## src/rtl/load_store_align_unit.sv

```systemverilog
// Load/store alignment unit between the EX/MEM pipeline register and the data
// memory port. A request is captured and decoded in one cycle. Stores get
// their data lane-shifted with byte enables; loads get their data shifted
// down and sign/zero extended. Memory latency is handled with a
// request/acknowledge handshake, and the pipeline is stalled while busy.
module load_store_align_unit #(
    parameter int DATA_W = 32,
    parameter int ADDR_W = 32
) (
    input  logic                  clk_i,
    input  logic                  reset_i,
    input  logic                  req_valid_i,
    output logic                  req_ready_o,
    input  logic                  req_write_i,
    input  logic [2:0]            funct3_i,
    input  logic [ADDR_W-1:0]     address_i,
    input  logic [DATA_W-1:0]     data2_i,
    output logic                  busy_o,
    output logic                  resp_valid_o,
    output logic [DATA_W-1:0]     out_o,
    output logic [1:0]            fault_o,
    output logic                  mem_read_o,
    output logic                  mem_write_o,
    output logic [ADDR_W-1:0]     mem_address_o,
    output logic [DATA_W/8-1:0]   mem_byte_en_o,
    output logic [DATA_W-1:0]     out_datamem_o,
    input  logic [DATA_W-1:0]     in_datamem_i,
    input  logic                  mem_ack_i
);

    localparam int NB    = DATA_W / 8;
    localparam int OFF_W = $clog2(NB);

    localparam logic [1:0] FAULT_NONE     = 2'b00;
    localparam logic [1:0] FAULT_MISALIGN = 2'b01;
    localparam logic [1:0] FAULT_ILLEGAL  = 2'b10;

    typedef enum logic [1:0] {
        IDLE,
        ACCESS,
        RESP,
        FAULT_RESP
    } AlignState;

    AlignState state_q, state_d;

    logic              write_q, write_d;
    logic [2:0]        funct3_q, funct3_d;
    logic [OFF_W-1:0]  offset_q, offset_d;
    logic              memRead_q, memRead_d;
    logic              memWrite_q, memWrite_d;
    logic [ADDR_W-1:0] memAddr_q, memAddr_d;
    logic [NB-1:0]     memBe_q, memBe_d;
    logic [DATA_W-1:0] memWData_q, memWData_d;
    logic              respValid_q, respValid_d;
    logic [1:0]        fault_q, fault_d;
    logic [DATA_W-1:0] outData_q, outData_d;

    logic [OFF_W-1:0]  reqOff;
    logic [2:0]        reqOff3;
    logic              reqIllegal;
    logic              reqMisaligned;
    logic [7:0]        sizeMask8;
    logic [NB-1:0]     sizeMask;
    logic [NB-1:0]     reqByteEn;
    logic [DATA_W-1:0] dataMask;
    logic [DATA_W-1:0] reqStoreData;
    logic [DATA_W-1:0] loadShifted;
    logic [DATA_W-1:0] loadResult;

    // Decode the incoming request: legality of funct3 for the configured
    // width, alignment of the byte offset, and the store lane layout.
    always_comb begin
        reqOff    = address_i[OFF_W-1:0];
        reqOff3   = 3'(reqOff);

        reqIllegal = 1'b1;
        if (req_write_i) begin
            case (funct3_i)
                3'b000, 3'b001, 3'b010: reqIllegal = 1'b0;
                3'b011:                 reqIllegal = (DATA_W != 64);
                default:                reqIllegal = 1'b1;
            endcase
        end else begin
            case (funct3_i)
                3'b000, 3'b001, 3'b010, 3'b100, 3'b101: reqIllegal = 1'b0;
                3'b011, 3'b110:                         reqIllegal = (DATA_W != 64);
                default:                                reqIllegal = 1'b1;
            endcase
        end

        reqMisaligned = 1'b0;
        case (funct3_i[1:0])
            2'b01:   reqMisaligned = reqOff3[0];
            2'b10:   reqMisaligned = (reqOff3[1:0] != 2'b00);
            2'b11:   reqMisaligned = (reqOff3 != 3'b000);
            default: reqMisaligned = 1'b0;
        endcase

        case (funct3_i[1:0])
            2'b00:   sizeMask8 = 8'h01;
            2'b01:   sizeMask8 = 8'h03;
            2'b10:   sizeMask8 = 8'h0F;
            default: sizeMask8 = 8'hFF;
        endcase
        sizeMask  = NB'(sizeMask8);
        reqByteEn = sizeMask << reqOff;

        dataMask = '0;
        for (int i = 0; i < NB; i++) begin
            dataMask[8*i +: 8] = {8{sizeMask[i]}};
        end
        reqStoreData = (data2_i & dataMask) << {reqOff, 3'b000};
    end

    // Align returned memory data to bit 0 and extend according to the
    // captured funct3; 010 sign-extends on 64-bit and is full width on 32-bit.
    always_comb begin
        loadShifted = in_datamem_i >> {offset_q, 3'b000};
        case (funct3_q)
            3'b000:  loadResult = DATA_W'($signed(loadShifted[7:0]));
            3'b001:  loadResult = DATA_W'($signed(loadShifted[15:0]));
            3'b010:  loadResult = DATA_W'($signed(loadShifted[31:0]));
            3'b100:  loadResult = DATA_W'(loadShifted[7:0]);
            3'b101:  loadResult = DATA_W'(loadShifted[15:0]);
            3'b110:  loadResult = DATA_W'(loadShifted[31:0]);
            default: loadResult = loadShifted;
        endcase
    end

    // Next-state and registered-output logic of the handshake FSM.
    always_comb begin
        state_d     = state_q;
        write_d     = write_q;
        funct3_d    = funct3_q;
        offset_d    = offset_q;
        memRead_d   = memRead_q;
        memWrite_d  = memWrite_q;
        memAddr_d   = memAddr_q;
        memBe_d     = memBe_q;
        memWData_d  = memWData_q;
        outData_d   = outData_q;
        respValid_d = 1'b0;
        fault_d     = FAULT_NONE;

        case (state_q)
            IDLE: begin
                if (req_valid_i) begin
                    write_d  = req_write_i;
                    funct3_d = funct3_i;
                    offset_d = reqOff;
                    if (reqIllegal) begin
                        respValid_d = 1'b1;
                        fault_d     = FAULT_ILLEGAL;
                        state_d     = FAULT_RESP;
                    end else if (reqMisaligned) begin
                        respValid_d = 1'b1;
                        fault_d     = FAULT_MISALIGN;
                        state_d     = FAULT_RESP;
                    end else begin
                        memRead_d  = ~req_write_i;
                        memWrite_d = req_write_i;
                        memAddr_d  = {address_i[ADDR_W-1:OFF_W], {OFF_W{1'b0}}};
                        memBe_d    = req_write_i ? reqByteEn : '0;
                        memWData_d = req_write_i ? reqStoreData : '0;
                        state_d    = ACCESS;
                    end
                end
            end
            ACCESS: begin
                if (mem_ack_i) begin
                    memRead_d   = 1'b0;
                    memWrite_d  = 1'b0;
                    memAddr_d   = '0;
                    memBe_d     = '0;
                    memWData_d  = '0;
                    respValid_d = 1'b1;
                    if (!write_q) begin
                        outData_d = loadResult;
                    end
                    state_d = RESP;
                end
            end
            RESP: begin
                state_d = IDLE;
            end
            FAULT_RESP: begin
                state_d = IDLE;
            end
            default: begin
                state_d = IDLE;
            end
        endcase
    end

    // State and output registers; reset abandons any in-flight access.
    always_ff @(posedge clk_i) begin
        if (reset_i) begin
            state_q     <= IDLE;
            write_q     <= 1'b0;
            funct3_q    <= 3'b000;
            offset_q    <= '0;
            memRead_q   <= 1'b0;
            memWrite_q  <= 1'b0;
            memAddr_q   <= '0;
            memBe_q     <= '0;
            memWData_q  <= '0;
            respValid_q <= 1'b0;
            fault_q     <= FAULT_NONE;
            outData_q   <= '0;
        end else begin
            state_q     <= state_d;
            write_q     <= write_d;
            funct3_q    <= funct3_d;
            offset_q    <= offset_d;
            memRead_q   <= memRead_d;
            memWrite_q  <= memWrite_d;
            memAddr_q   <= memAddr_d;
            memBe_q     <= memBe_d;
            memWData_q  <= memWData_d;
            respValid_q <= respValid_d;
            fault_q     <= fault_d;
            outData_q   <= outData_d;
        end
    end

    assign req_ready_o   = (state_q == IDLE);
    assign busy_o        = (state_q != IDLE);
    assign resp_valid_o  = respValid_q;
    assign fault_o       = fault_q;
    assign out_o         = outData_q;
    assign mem_read_o    = memRead_q;
    assign mem_write_o   = memWrite_q;
    assign mem_address_o = memAddr_q;
    assign mem_byte_en_o = memBe_q;
    assign out_datamem_o = memWData_q;

endmodule
```

## config.mk

```make
export PLATFORM = sky130hd
export DESIGN_NAME = load_store_align_unit
export DESIGN_NICKNAME = d
export VERILOG_FILES = /design/src/rtl/load_store_align_unit.sv
export SDC_FILE = /design/constraint.sdc
export NUM_CORES = 1
export LEC_CHECK = 0
export CORE_ASPECT_RATIO = 1.25
export CORE_MARGIN = 3
export CORE_UTILIZATION = 35
export DETAILED_ROUTE_END_ITERATION = 12
export HOLD_SLACK_MARGIN = 0.02
export PLACE_DENSITY = 0.67
export SLEW_MARGIN = 5
export SYNTH_ARGS = -nofsm -noshare
export SYNTH_HDL_FRONTEND = slang
export SYNTH_SLANG_ARGS = --single-unit
export TNS_END_PERCENT = 1
```

## constraint.sdc

```tcl
create_clock -name clk_i -period 1.9 [get_ports clk_i]
set_input_delay 0.38 -clock clk_i [delete_from_list [all_inputs] [get_ports clk_i]]
set_output_delay 0.38 -clock clk_i [all_outputs]
set_load 0.02 [all_outputs]
```

==> results of run 1 <==
[layout make-up]
cell class / instances / area, um^2
well taps: 178 / 223
fillers: 1325 / 6400
flip-flops and latches: 111 / 2220
clock inverters: 7 / 72.6
repair buffers: 267 / 2610
inverters: 5 / 18.8
multi-input cells: 442 / 2820
clock buffers: 9 / 225
[worst paths after layout]
kind                      startpoint                              to  cells past startpoint
max                     address_i[1]  out_datamem_o[18]$_SDFFE_PP0P_                      6
min                     address_i[0]        offset_q[0]$_SDFFE_PP0P_                      3
max reg2reg  state_q[0]$_SDFFE_PP0P_           out_o[4]$_SDFFE_PP0P_                      6
min reg2reg    out_o[3]$_SDFFE_PP0P_           out_o[3]$_SDFFE_PP0P_                      2
[cell families after synthesis]
logic type             Yosys count  synth area share, %
AO/OA/AOI/OAI                  138                 18.1
other                            1               0.0708
flip-flops                     111                 42.0
buffers and inverters           65                 5.36
multiplexers                    42                 8.58
AND/OR/NAND/NOR                260                 25.9
[routing by layer]
metal | vias up | global-route usage, % | share of wire (%)
li1 | 2662 | - | -
met1 | 2583 | 25.0 | 39
met2 | 242 | 37.7 | 51
met3 | 32 | 5.01 | 7.7
met4 | 0 | 7.45 | 2.6
met5 | - | 0 | 0
[tightest hold or removal path, stage by stage]
cell	delay, ns
buf_2	0.19
nand2_1	0.10
a21oi_1	0.06
[through the flow]
stage	TNS, ns	instance area (um^2)	hold WS (ns)	utilization (%)	cells
2_1_floorplan	0	5300	0.457	-	618
3_3_place_gp	-13.21	7870	0.447	53.9	1002
3_5_place_dp	-18.77	7870	0.448	53.9	1002
4_1_cts	0	8160	0.406	56.0	1018
5_1_grt	-0.00747	8190	0.441	56.1	1019
6_report	0	8190	0.428	56.1	1019
[report_power, final]
group,total (mW),internal (mW),switching [mW],leakage (nW)
clock,1.90,0.934,0.962,0.143
combinational,1.42,0.699,0.716,2.18
sequential,2.50,2.43,0.0676,0.902
[sequential cells by signal, summed over array words and instances (netlist names)]
signal / count
mem_address_o: 30
out_o: 32
fault_o: 2
out_datamem_o: 32
mem_byte_en_o: 4
offset_q: 2
funct3_q: 3
mem_write_o: 1
write_q: 1
state_q: 2
mem_read_o: 1
resp_valid_o: 1
[cells in the final DEF (no fill, tap or decap), types with 9 or more instances in the layout]
cell,n
o21ai_0,21
dfxtp_1,111
nand2_1,98
buf_4,52
clkdlybuf4s50_1,202
nand3_1,40
mux2i_1,24
mux2_2,17
a211oi_1,17
a21oi_1,40
clkbuf_16,9
nor3_1,13
nor2_1,33
nand3b_1,59
[what timing repair did]
| action | 4_1_cts | 5_1_grt |
|---|---|---|
| gates resized for setup | 2 | 4 |
| hold buffers | 0 | 0 |
| buffers inserted | 0 | 1 |
| pin swaps | 0 | 1 |
| setup endpoints to repair | 2 | 16 |
==> flow_summary.toml, run 1 <==
[floorplan]
die_h_um = 144
fp.dieW_um = 116
num_rows = 49
ioPinCount = 211
die-area_mm2 = 0.0166
core_area_mm2 = 0.0146
initial_core_util_pct = 36.3

[drt]
routed_via_density = 5.42
drtPass1Iterations = 6
drc_errors = 0
drtIter0Drc = 424
avgRoutedWirePerCell_um = 18.0
routed_wl_mm = 18.4
ant_nets = 0
dr_total_vias = 5519

[worst_setup_path]
crit_type = "in2reg"
required_ns = 2.14
ff2ff_setup_slack_ns = 0.25
crit_slowest_cell = "clkdlybuf4s50_1"
crit_buf_inv = 3
slowest_delay_ns = 0.51
worst_setup_path_end_kind = "flop"
arrival_ns = 2.05
path_cells = "clkdlybuf4s50_1, nor4_4, buf_4, o311ai_4, buf_12, o41ai_1"
path_max_fanout = 14
critPathTopFamily = "buffers and inverters"
startpoint_type = "input port"

[timing]
rsz0062_at_grt = "yes"
period_needed_ns = 1.81
slew_viol_final = 0
worst_slew_pin_slew_ns = 0.548
maxSlewHeadroom_pct = 63.4
period_share_pct = 95.2
clock_skew_ns = 0.00932
setup_viol = 0
finalWorstSetupSlack_ns = 0.0915
max_freq_mhz = 553
hold_viol_final = 0

[cells_and_area]
n_antenna_cell = 0
nets = 940
syn2layout_area_growth_pct = 54.6
drive_above_1_share_pct = 12.8

[logic_synthesis]
ys_async_sr_fraction_pct = 0
netlist.area_leader.share_pct = 42.0
synth-seq-cells = 111
synth_area_leaders = "dfxtp_1, nand3b_1, nand2_1"
yosysTopAreaCell = "dfxtp_1"
syn-instance-count = 617
yosysSeqAreaShare_pct = 42.0
synth_ff_type = "dfxtp_1"
avgSynthCellArea_um2 = 8.58
synth_commonest_cells = "dfxtp_1, nand2_1, nand3b_1"
post-synth-top-count-cell = "dfxtp_1"
yosysUniqueCellTypes = 46
synth_area_mm2 = 0.00530
ys.warnings.count = 0
synth_edf_count = 0

[placed_design]
gp_congestion = 0.916
portBuffers = 208
hpwl_mm = 14.1
dp_slack_ns = -0.333

[global_routing]
grt_pass1_wl_mm = 28.2
grt_max_degree = 43
grt_overflow_total = 0
grt_pass1_vias = 5409
grt.total_usage_pct = 21.3
antenna_found_initial = 0

[clock_network]
cts_tree = "built"
cts_num_sinks = 111
clkLatencyLatePin_ns = 0.35
clk_path_buf_depth = 2
cts-root-buf = "clkbuf_16"
numCtsBuffers = 9
cts-htree-levels = 3
path_clk_slew_ns = 0.08

[pwr]
powerDensity_mw_per_mm2 = 710
ir_drop_mv = 0.421
p_leak_nw = 3.23
total_power_mw = 5.81

[run_status]
status = "finished, final reports clean"

[min_path]
hold_path_class = "in2reg"

[job]
drv_cap = 0
No activity file was read; power rests on OpenSTA's default activity.
==> run 2: changes to the inputs <==
- CORE_UTILIZATION: 35 -> 44
- PLACE_DENSITY: 0.67 -> 0.81
==> flow_summary.toml, run 2 (synthesized netlist as in run 1, its figures left out) <==
[run_status]
status = "finished, final reports clean"

[pwr]
ir_drop_mv = 0.437
sw_frac_of_total_pct = 28.5
p_int_mw = 4.19
p_comb_share_pct = 24.4
powerDensity_mw_per_mm2 = 715
switchingPower_mw = 1.67
clockPowerShare_pct = 32.9
p_leak_nw = 3.20
power_frac_seq_pct = 42.7

[global_routing]
grt_max_degree = 46
grt_overflow_total = 0
grt_pass1_wl_mm = 28.1
antenna_found_initial = 0
grt.total_usage_pct = 25.8
grt_pass1_vias = 5514

[clock_network]
cts-root-buf = "clkbuf_16"
numCtsBuffers = 9
path_clk_slew_ns = 0.07
cts_tree = "built"
clk_path_buf_depth = 2
cts_num_sinks = 111
cts-htree-levels = 3
clkLatencyLatePin_ns = 0.34

[worst_setup_path]
crit_type = "reg2out"
startpoint_type = "flop"
rr_worst_depth = 5
required_ns = 1.52
worst_setup_path_end_kind = "primary output"
path_max_fanout = 7
arrival_ns = 1.47

[drt]
ant_nets = 0
drc_errors = 0
drtIter0Drc = 207
routed_via_density = 5.53
avgRoutedWirePerCell_um = 18.0
drtPass1Iterations = 6
routed_wl_mm = 18.0
dr_total_vias = 5527

[cells_and_area]
n_antenna_cell = 0
drive_above_1_share_pct = 12.5
most-common-layout-cells = "clkdlybuf4s50_1, dfxtp_1, nand2_1"
mostFrequentLayoutCell = "clkdlybuf4s50_1"
syn2layout_area_growth_pct = 54.8
nets = 937
fillerInstances = 932

[timing]
max_freq_mhz = 539
period_share_pct = 97.6
hold_viol_final = 0
rsz0062_at_grt = "no"
slew_viol_final = 0
worst_slew_pin_slew_ns = 0.505
setup_tns_ns = 0
whs_ns = 0.460
period_needed_ns = 1.85
setup_viol = 0
clock_skew_ns = 0.00531
maxSlewHeadroom_pct = 66.2

[min_path]
holdPathStages = 2
hold_path_class = "reg2reg"

[floorplan]
initial_core_util_pct = 45.4
die_h_um = 129
ioPinCount = 211
core_area_mm2 = 0.0117
fp.dieW_um = 104
die-area_mm2 = 0.0134
num_rows = 44

[job]
drv_cap = 0

[placed_design]
hpwl_mm = 13.6
gp_congestion = 0.981
portBuffers = 208
run 2: through the flow:
| step | total power [mW] | cell area, um^2 | utilization (%) | cells | worst slack (ns) |
|---|---|---|---|---|---|
| after floorplan | 3.22 | 5300 | - | 618 | 0.225 |
| after global placement | 3.94 | 7870 | 67.4 | 982 | -0.297 |
| after detailed placement | 3.97 | 7870 | 67.4 | 982 | -0.432 |
| after CTS | 5.89 | 8190 | 70.2 | 998 | 0.0287 |
| after global routing | 6.10 | 8200 | 70.2 | 999 | 0.000169 |
| final | 5.86 | 8200 | 70.2 | 999 | 0.0456 |
run 2: worst max-delay path: stages, from the launching register on:
cell	delay, ns
dfxtp_2	0.42
nor2_4	0.08
inv_1	0.05
clkdlybuf4s50_1	0.59
run 2: cell type report:
type                            count  area (um^2)  area share [%]
Clock buffer                       10          229            2.79
Sequential cell                   111         2220            27.1
Multi-Input combinational cell    442         2820            34.4
Inverter                            5         18.8           0.229
Clock inverter                      6         73.8           0.900
Tap cell                          161          201            2.46
Timing Repair Buffer              264         2630            32.1
run 2: path summary, 6_finish.rpt:
check / endpoint / slack (ns) / startpoint
max: busy_o / 0.05 / state_q[0]$_SDFFE_PP0P_
min: out_o[2]$_SDFFE_PP0P_ / 0.46 / out_o[2]$_SDFFE_PP0P_
max reg2reg: out_o[31]$_SDFFE_PP0P_ / 0.27 / offset_q[1]$_SDFFE_PP0P_
min reg2reg: out_o[2]$_SDFFE_PP0P_ / 0.46 / out_o[2]$_SDFFE_PP0P_
run 2: layer usage:
metal	share of wire, %	vias up	global-route usage (%)	wire (um)
met5	0	-	0	0
met4	3.0	0	10.5	531
met3	6.5	37	5.22	1170
met2	51	233	46.5	9190
met1	39	2599	30.0	7100
li1	-	2658	-	-
run 2: power by group through the flow:
stage               Sequential (mW)  Combinational (mW)  Clock, mW
floorplan                      2.67               0.556          0
global placement               2.55                1.39          0
detailed placement             2.55                1.42          0
CTS                            2.50                1.42       1.96
global route                   2.52                1.52       2.06
finish                         2.50                1.43       1.93
run 2: repair_timing:
item / 4_1_cts / 5_1_grt
gates resized for setup: 6 / 1
endpoints found under the setup margin: 12 / 9
gates cloned: 0 / 0
setup buffers: 0 / 1
hold endpoints to repair: 0 / 0
pin swaps: 0 / 1
hold buffers: 0 / 0
==> run 3: changes to the inputs <==
- PLACE_DENSITY: 0.81 -> default
- PLACE_DENSITY_LB_ADDON: default -> 0.1
==> flow_summary.toml, run 3 (synthesized netlist as in run 1, its figures left out) <==
[run_status]
status = "finished, final reports clean"

[floorplan]
die_h_um = 129
ioPinCount = 211
die-area_mm2 = 0.0134
initial_core_util_pct = 45.4
fp.dieW_um = 104
core_area_mm2 = 0.0117
num_rows = 44

[worst_setup_path]
path_cells = "clkdlybuf4s50_1, nor4_2, buf_4, o311ai_4, buf_12, o41ai_1"
rr_worst_depth = 5
critPathCapture = "out_datamem_o[16]$_SDFFE_PP0P_"
required_ns = 2.13
worst_r2r_endpoint = "out_o[9]$_SDFFE_PP0P_"
crit_buf_inv = 3
rr_startpoint = "offset_q[0]$_SDFFE_PP0P_"
crit_slowest_cell = "clkdlybuf4s50_1"
worstSetupStartpoint = "funct3_i[0]"
cp.depth = 6
startpoint_type = "input port"
crit_type = "in2reg"
path_max_fanout = 18
slowest_delay_ns = 0.53
critPathTopFamily = "buffers and inverters"
ff2ff_setup_slack_ns = 0.23
worst_setup_path_end_kind = "flop"
arrival_ns = 2.13

[timing]
period_needed_ns = 1.90
slew_viol_final = 0
rsz0062_at_grt = "yes"
setup_viol = 0
finalWorstSetupSlack_ns = 0.000148
max_freq_mhz = 526
hold_viol_final = 0
worst_slew_pin_slew_ns = 0.649
maxSlewHeadroom_pct = 56.7
period_share_pct = 100
clock_skew_ns = 0.00753
whs_ns = 0.456

[clock_network]
cts-htree-levels = 3
numCtsBuffers = 9
cts_setup_buffers = 0
clkLatencyLatePin_ns = 0.35
cts-root-buf = "clkbuf_16"
cts_tree = "built"
ctsHoldBuffers = 0
cts_num_sinks = 111
clk_path_buf_depth = 2
path_clk_slew_ns = 0.07

[pwr]
powerDensity_mw_per_mm2 = 721
p_leak_nw = 3.13
ir_drop_mv = 0.587

[global_routing]
antenna_found_initial = 0
grt_pass1_vias = 5493
grt_max_degree = 75
grt.total_usage_pct = 25.4
grt_overflow_total = 0
grt_pass1_wl_mm = 27.8

[placed_design]
dpl_cell_area_mm2 = 0.00771
hpwl_mm = 12.8
dp_slack_ns = -0.389
portBuffers = 208
gp_congestion = 0.959
dp_cells = 967

[cells_and_area]
mostFrequentLayoutCell = "clkdlybuf4s50_1"
syn2layout_area_growth_pct = 51.9
n_antenna_cell = 0
nets = 921
most-common-layout-cells = "clkdlybuf4s50_1, dfxtp_1, nand2_1"
fin_util_pct = 68.9
stdcell_area_mm2 = 0.00804
fin_cells = 983
drive_above_1_share_pct = 11.2

[drt]
drc_errors = 0
avgRoutedWirePerCell_um = 17.6
dr_total_vias = 5470
drtIter0Drc = 266
routed_wl_mm = 17.3
ant_nets = 0
drtPass1Iterations = 5
routed_via_density = 5.56

[job]
drv_cap = 0

[min_path]
hold_path_class = "reg2reg"
-- run 3: changes by cell type in the layout (fill, tap and decap cells not counted), moves of 2 or more --
| cell | previous run | this run |
|---|---|---|
| buf_6 | 0 | 2 |
| clkinv_2 | 0 | 2 |
| buf_12 | 11 | 7 |
| buf_4 | 45 | 31 |
-- run 3: where the power goes --
part | internal [mW] | switching [mW]
sequential | 2.44 | 0.0696
combinational | 0.666 | 0.699
clock | 1.04 | 0.892
-- run 3: area by class of cell --
class,instances,area [um^2]
repair buffers,248,2470
well taps,161,201
fillers,955,3630
inverters,5,18.8
clock inverters,7,81.3
flip-flops and latches,111,2220
clock buffers,9,225
multi-input cells,442,2820
-- run 3: layer usage --
| metal | share of wire, % | routed length, um | GRT usage (%) | vias to the layer above |
|---|---|---|---|---|
| met5 | 0 | 0 | 0 | - |
| met4 | 2.9 | 497 | 9.94 | 0 |
| met3 | 6.9 | 1190 | 6.37 | 33 |
| met2 | 51 | 8770 | 45.3 | 217 |
| met1 | 40 | 6870 | 29.5 | 2594 |
| li1 | - | - | - | 2626 |
-- run 3: what timing repair did --
item,in CTS,in global routing
gates resized for setup,3,8
cloned,0,0
setup endpoints to repair,5,19
-- run 3: worst min-delay path by stage --
stage	startpoint	endpoint	cells past startpoint	slack (ns)
final	out_o[6]$_SDFFE_PP0P_	out_o[6]$_SDFFE_PP0P_	2	0.46
after global routing	out_o[2]$_SDFFE_PP0P_	out_o[2]$_SDFFE_PP0P_	2	0.48
after CTS	out_o[6]$_SDFFE_PP0P_	out_o[6]$_SDFFE_PP0P_	2	0.46
after detailed placement	out_o[6]$_SDFFE_PP0P_	out_o[6]$_SDFFE_PP0P_	2	0.45
after global placement	out_o[2]$_SDFFE_PP0P_	out_o[2]$_SDFFE_PP0P_	2	0.44
after floorplan	write_q$_SDFFE_PP0P_	write_q$_SDFFE_PP0P_	2	0.46
-- run 3: worst register-to-register path: stages (launching register included) --
cell and delay (ns):
dfxtp_1 0.45, buf_12 0.23, nor2b_1 0.43, o2bb2ai_1 0.23
a21oi_1 0.11, nor3_1 0.16
-- run 3: stage by stage --
| step | setup TNS [ns] | power [mW] |
|---|---|---|
| after detailed placement | -20.44 | 3.91 |
| after global placement | -16.92 | 3.89 |
| after global routing | -0.0402 | 6.06 |
| after CTS | -0.0364 | 5.83 |
| after floorplan | 0 | 3.22 |
| final | 0 | 5.80 |
